**config.mk**
```make
export PLATFORM = sky130hd
export DESIGN_NAME = multicycle_control_unit
export DESIGN_NICKNAME = d
export VERILOG_FILES = /design/src/rtl/multicycle_control_unit.sv
export SDC_FILE = /design/constraint.sdc
export NUM_CORES = 1
export LEC_CHECK = 0
export ABC_AREA = 1
export CORE_MARGIN = 10
export CORE_UTILIZATION = 35
export DETAILED_ROUTE_END_ITERATION = 8
export PLACE_DENSITY_LB_ADDON = 0.3
export SYNTH_ARGS = -nofsm -noshare
export SYNTH_HDL_FRONTEND = slang
export SYNTH_SLANG_ARGS = --single-unit
export TNS_END_PERCENT = 20
```
**constraint.sdc**
```tcl
create_clock -name CLK -period 1.43 [get_ports CLK]
set_input_delay 0.3575 -clock CLK [delete_from_list [all_inputs] [get_ports CLK]]
set_output_delay 0.3575 -clock CLK [all_outputs]
set_load 0.01 [all_outputs]
```
**src/rtl/multicycle_control_unit.sv**
```systemverilog
`default_nettype none
// ============================================================================
//  Module      : multicycle_control_unit
//  Description : Control FSM for a multicycle MIPS-like datapath. It decodes
//                op/func from the instruction register, sequences the
//                IF/ID/EXE/MEM/WB states, and drives the datapath strobes and
//                mux selects.
//  Ports       : CLK, Reset         - clock, synchronous active-high reset
//                op, func           - opcode / function fields from the IR
//                zero, sign         - ALU flags, used only in sEXE_BR
//                mem_ready          - data memory completion handshake
//                PCWre, IRWre,
//                RegWre, mRD, mWR   - write/read strobes
//                ExtSel, DBDataSrc,
//                ALUSrcA, ALUSrcB,
//                WrRegDSrc, RegDst,
//                PCSrc, ALUOp       - datapath selects
//                state              - current FSM state (debug)
//  Revision    : 1.0 - initial release
// ============================================================================
module multicycle_control_unit #(
    parameter int ALUOP_W     = 3,
    parameter int MEM_WAIT_EN = 1
) (
    input  logic               CLK,
    input  logic               Reset,
    input  logic [5:0]         op,
    input  logic [5:0]         func,
    input  logic               zero,
    input  logic               sign,
    input  logic               mem_ready,
    output logic               PCWre,
    output logic               IRWre,
    output logic               RegWre,
    output logic               ExtSel,
    output logic               DBDataSrc,
    output logic               ALUSrcA,
    output logic               ALUSrcB,
    output logic               mRD,
    output logic               mWR,
    output logic               WrRegDSrc,
    output logic [1:0]         RegDst,
    output logic [1:0]         PCSrc,
    output logic [ALUOP_W-1:0] ALUOp,
    output logic [2:0]         state
);

    typedef enum logic [2:0] {
        S_IF     = 3'b000,
        S_ID     = 3'b001,
        S_EXE_AL = 3'b110,
        S_EXE_BR = 3'b101,
        S_EXE_LS = 3'b010,
        S_MEM    = 3'b011,
        S_WB_AL  = 3'b111,
        S_WB_LD  = 3'b100
    } stateT;

    localparam logic [5:0] c_opRtype = 6'b000000;
    localparam logic [5:0] c_opAddiu = 6'b001001;
    localparam logic [5:0] c_opAndi  = 6'b001000;
    localparam logic [5:0] c_opOri   = 6'b001101;
    localparam logic [5:0] c_opSlti  = 6'b001010;
    localparam logic [5:0] c_opSw    = 6'b101011;
    localparam logic [5:0] c_opLw    = 6'b100011;
    localparam logic [5:0] c_opBeq   = 6'b110000;
    localparam logic [5:0] c_opBne   = 6'b000101;
    localparam logic [5:0] c_opBltz  = 6'b000001;
    localparam logic [5:0] c_opJ     = 6'b000010;
    localparam logic [5:0] c_opJal   = 6'b000011;
    localparam logic [5:0] c_opHalt  = 6'b111111;

    localparam logic [5:0] c_fnAdd   = 6'b100000;
    localparam logic [5:0] c_fnSub   = 6'b100010;
    localparam logic [5:0] c_fnAnd   = 6'b100100;
    localparam logic [5:0] c_fnOr    = 6'b100101;
    localparam logic [5:0] c_fnSll   = 6'b000000;
    localparam logic [5:0] c_fnJr    = 6'b001000;

    stateT r_state;
    stateT w_nextState;

    // ------------------------------------------------------------------
    // Instruction decode (pure function of the IR fields)
    // ------------------------------------------------------------------
    logic w_isR;
    logic w_isAdd, w_isSub, w_isAnd, w_isOr, w_isSll, w_isJr;
    logic w_isAddiu, w_isAndi, w_isOri, w_isSlti;
    logic w_isSw, w_isLw, w_isBeq, w_isBne, w_isBltz;
    logic w_isJ, w_isJal, w_isHalt;
    logic w_isAluClass, w_isBrClass, w_isLsClass;
    logic w_brTaken, w_memDone;
    logic [2:0] w_aluCode;

    assign w_isR     = (op == c_opRtype);
    assign w_isAdd   = w_isR && (func == c_fnAdd);
    assign w_isSub   = w_isR && (func == c_fnSub);
    assign w_isAnd   = w_isR && (func == c_fnAnd);
    assign w_isOr    = w_isR && (func == c_fnOr);
    assign w_isSll   = w_isR && (func == c_fnSll);
    assign w_isJr    = w_isR && (func == c_fnJr);
    assign w_isAddiu = (op == c_opAddiu);
    assign w_isAndi  = (op == c_opAndi);
    assign w_isOri   = (op == c_opOri);
    assign w_isSlti  = (op == c_opSlti);
    assign w_isSw    = (op == c_opSw);
    assign w_isLw    = (op == c_opLw);
    assign w_isBeq   = (op == c_opBeq);
    assign w_isBne   = (op == c_opBne);
    assign w_isBltz  = (op == c_opBltz);
    assign w_isJ     = (op == c_opJ);
    assign w_isJal   = (op == c_opJal);
    assign w_isHalt  = (op == c_opHalt);

    assign w_isAluClass = w_isAdd | w_isSub | w_isAnd | w_isOr | w_isSll |
                          w_isAddiu | w_isAndi | w_isOri | w_isSlti;
    assign w_isBrClass  = w_isBeq | w_isBne | w_isBltz;
    assign w_isLsClass  = w_isLw | w_isSw;

    assign w_brTaken = (w_isBeq & zero) | (w_isBne & ~zero) | (w_isBltz & sign);

    // With waiting disabled the memory is treated as single-cycle.
    assign w_memDone = (MEM_WAIT_EN != 0) ? mem_ready : 1'b1;

    always_comb begin
        w_aluCode = 3'b111;
        if (w_isAdd | w_isAddiu | w_isLw | w_isSw)
            w_aluCode = 3'b000;
        else if (w_isSub | w_isBrClass)
            w_aluCode = 3'b001;
        else if (w_isSll)
            w_aluCode = 3'b010;
        else if (w_isOr | w_isOri)
            w_aluCode = 3'b011;
        else if (w_isAnd | w_isAndi)
            w_aluCode = 3'b100;
        else if (w_isSlti)
            w_aluCode = 3'b110;
    end

    // Decode-only selects: stable for as long as the IR holds.
    assign ALUOp     = ALUOP_W'(w_aluCode);
    assign ALUSrcA   = w_isSll;
    assign ALUSrcB   = w_isAddiu | w_isAndi | w_isOri | w_isSlti | w_isLsClass;
    assign ExtSel    = ~(w_isAndi | w_isOri);
    assign DBDataSrc = w_isLw;
    assign WrRegDSrc = ~w_isJal;
    assign RegDst    = w_isJal ? 2'b10 : (w_isR ? 2'b01 : 2'b00);
    assign state     = r_state;

    // ------------------------------------------------------------------
    // State register
    // ------------------------------------------------------------------
    always_ff @(posedge CLK) begin
        if (Reset)
            r_state <= S_IF;
        else
            r_state <= w_nextState;
    end

    // ------------------------------------------------------------------
    // Next state and state-dependent strobes
    // ------------------------------------------------------------------
    always_comb begin
        w_nextState = S_IF;
        PCWre       = 1'b0;
        IRWre       = 1'b0;
        RegWre      = 1'b0;
        mRD         = 1'b0;
        mWR         = 1'b0;
        PCSrc       = 2'b00;

        case (r_state)
            S_IF: begin
                w_nextState = S_ID;
                IRWre       = 1'b1;
            end
            S_ID: begin
                if (w_isHalt) begin
                    // Parked here until Reset; PC is frozen.
                    w_nextState = S_ID;
                end else if (w_isAluClass) begin
                    w_nextState = S_EXE_AL;
                end else if (w_isBrClass) begin
                    w_nextState = S_EXE_BR;
                end else if (w_isLsClass) begin
                    w_nextState = S_EXE_LS;
                end else begin
                    // j, jal, jr and undefined opcodes retire in decode.
                    w_nextState = S_IF;
                    PCWre       = 1'b1;
                    RegWre      = w_isJal;
                end
            end
            S_EXE_AL: w_nextState = S_WB_AL;
            S_EXE_BR: begin
                w_nextState = S_IF;
                PCWre       = 1'b1;
            end
            S_EXE_LS: w_nextState = S_MEM;
            S_MEM: begin
                mRD = w_isLw;
                mWR = w_isSw;
                if (w_memDone) begin
                    w_nextState = w_isLw ? S_WB_LD : S_IF;
                    // A store retires here, so only it advances the PC.
                    PCWre       = w_isSw;
                end else begin
                    w_nextState = S_MEM;
                end
            end
            S_WB_AL: begin
                w_nextState = S_IF;
                PCWre       = 1'b1;
                RegWre      = 1'b1;
            end
            S_WB_LD: begin
                w_nextState = S_IF;
                PCWre       = 1'b1;
                RegWre      = 1'b1;
            end
            default: w_nextState = S_IF;
        endcase

        if (w_isJ | w_isJal)
            PCSrc = 2'b11;
        else if (w_isJr)
            PCSrc = 2'b10;
        else if ((r_state == S_EXE_BR) && w_brTaken)
            PCSrc = 2'b01;

        // Reset aborts the instruction: no architectural side effects
        // may leak out while it is held, whatever state we are in.
        if (Reset) begin
            PCWre  = 1'b0;
            IRWre  = 1'b0;
            RegWre = 1'b0;
            mRD    = 1'b0;
            mWR    = 1'b0;
            PCSrc  = 2'b00;
        end
    end

endmodule
`default_nettype wire

```
==> flow_summary.yaml <==
power:
  p_sw_mw: 0.225
  pwr-share-seq_pct: 16.0
  swShare_pct: 38.7
  power_frac_comb_pct: 56.2
  total_leakage_power_nw: 0.786
  p_int_mw: 0.355
  ir_worst_vdd_mv: 0.240
  p_per_area_nw_per_um2: 357
  clkPwrFrac_pct: 27.9
  power.total_mw: 0.580
setup_path:
  arrival_ns: 1.57
  critPathMaxStageDelay_ns: 0.23
  end_kind: "primary output"
  critPathKind: "in -> out"
  crit_required_ns: 1.07
  slowest_stage: "clkdlybuf4s15_1"
  crit_path_start_kind: "input pin"
  r2r_cells: 8
  cp_cell_sequence: "clkdlybuf4s15_1, nand2_2, buf_6, nor2_1, nand2_1, nand2_1, nor2_2, nand4_1, a21oi_2, buf_2"
  cp_common_cell: "nand2_1"
  cp_max_fo: 3
timing:
  clock-skew-final_ns: 0.00522
  hold_violations: 0
  tightest_slew_ns: 0.429
  drv_slew: 0
  worst_slack_ns: -0.498
  slew_headroom_pct: 71.1
  fmax_ghz: 0.519
  period_minus_slack_ns: 1.93
  setup_viol: 19
  rsz0062_at_grt: "yes"
  setup_tns_ns: -4.96
  period_share_pct: 135
job:
  maxCapViolations: 0
route:
  drtIter0Drc: 68
  wire_per_inst_um: 15.0
  finalWirelength_mm: 3.63
  vias: 1220
  viasPerCell: 5.04
  drtAntennaViolNets: 0
  drc: 0
  firstDrtPassIters: 4
die:
  die_w_um: 64.4
  ios: 37
  rows: 16
  fp.coreArea_um2: 1920
  start_util_pct: 35.9
  fp.dieArea_um2: 4150
  die_y_um: 64.4
clock_network:
  cts_max_path_buffers: 2
  cts_hold_buf: 0
  tritoncts: "yes"
  insertion_delay_ns: 0.25
  htree_levels: 1
  clock_sinks: 3
  cts_root_buf: "clkbuf_4"
  path_clk_slew_ns: 0.04
  numCtsBuffers: 3
status:
  status: "finished, violations left"
  failed_checks: "negative setup slack"
placed_design:
  gp_congestion: 0.866
  io_buffers: 36
  place_hpwl_mm: 2.56
synthesis:
  synth.cell_area_um2: 691
  synth.distinct_cells: 24
  synth_top_cell_by_area: "nand2_1"
  syn_inst: 135
  ys_seq_area_share_pct: 8.70
  avgSynthCellArea_um2: 5.12
  synth_area_leaders: "nand2_1, nor2_1, inv_1"
  synth_top_area_share_pct: 14.1
  ys_warn_count: 0
  synth_seq_cells: 3
  syn_nets: 152
grt:
  grt_max_degree: 8
  grt_use_total_pct: 15.8
  grt_pass1_vias: 1235
  overflow: 0
  antenna_found_initial: 0
  grt_pass1_wl_mm: 5.52
cells_and_area:
  largest_reg_flops: 3
  n_fill_cell: 105
  area_growth_pct: 135
  antenna_cells: 0
  layout-drive-gt1-share_pct: 63.3
  nets: 233
hold_path:
  hold_class: "reg -> reg"
  whs_path_depth: 3
==> placed cells by master, fill, tap and decap left out, drive strengths merged <==
master,Yosys,routed
a21oi,6,6
dlygate4sd2,0,4
nor4,3,3
buf,1,62
nand3b,1,1
inv,27,27
nor3,6,6
clkdlybuf4s15,0,7
clkdlybuf4s50,0,3
nand3,13,13
o22ai,2,2
o21ai,6,6
dfxtp,3,3
a31oi,1,1
nand2,31,31
clkbuf,1,6
nand4,3,3
nor2,30,30
or3,1,1
==> cells in the mapped netlist (all sizes together) <==
cell and number:
buf 1, or3 1, nand3 13, nand4 3, inv 27, a21oi 6, o22ai 2, nand2 31
clkbuf 1, dfxtp 3, nor4 3, nand3b 1, o21ai 6, a31oi 1, nor2 30, nor3 6
==> power by group through the flow <==
stage               clock (mW)  sequential [mW]  combinational, mW
finish                   0.162           0.0926              0.326
global route             0.166           0.0930              0.347
CTS                      0.158           0.0916              0.278
detailed placement           0           0.0923              0.262
global placement             0           0.0917              0.255
floorplan                    0           0.0963             0.0991
==> final timing paths <==
| kind | start | end | slack (ns) |
|---|---|---|---|
| worst max-delay path | func[5] | PCWre | -0.50 |
| worst min-delay path | state[0] | state[0] | 0.59 |
| worst max register to register | state[0] | state[2] | 0.14 |
| worst min register to register | state[0] | state[0] | 0.59 |
==> final cells by class <==
type	count	area [µm²]	share of cell area [%]
repair buffers	78	691	42.6
clock buffers	4	26.3	1.62
flip-flops and latches	3	62.6	3.86
multi-input cells	103	703	43.3
well taps	27	33.8	2.08
inverters	27	106	6.55
==> repair_timing <==
item                                    in CTS  in global routing
pin swaps                                   17                 19
setup buffers                                4                  2
resized for setup                          138                 50
endpoints found under the setup margin      23                 19
==> routing by layer <==
metal	vias up	share of wire, %	GRT usage [%]
met5	-	0	0
met4	0	2.3	7.75
met3	8	7.4	3.78
met2	65	50	28.0
met1	553	40	17.3
li1	594	-	-
==> per-stage QoR <==
step | cells | cell area [µm²] | utilization (%) | setup WS (ns) | hold WS (ns)
global placement | 232 | 1370 | 71.3 | -1.30 | 0.546
floorplan | 135 | 717 | - | -0.0956 | 0.582
detailed placement | 232 | 1370 | 71.3 | -1.33 | 0.587
CTS | 240 | 1480 | 77.0 | -0.422 | 0.570
global route | 242 | 1620 | 84.4 | -0.543 | 0.625
finish | 242 | 1620 | 84.4 | -0.498 | 0.591
==> critical path: cells and delay by family <==
kind / cells / cell delay (ns)
simple gates: 6 / 0.58
compound gates: 1 / 0.16
buf+inv: 3 / 0.47
==> kinds of logic after synthesis <==
| family | share of synthesized area, % |
|---|---|
| buffers and inverters | 16.3 |
| and+or+nand+nor | 61.6 |
| DFF | 8.70 |
| AOI/OAI and AO/OA | 13.4 |
Power figures use the tool's default switching activity.
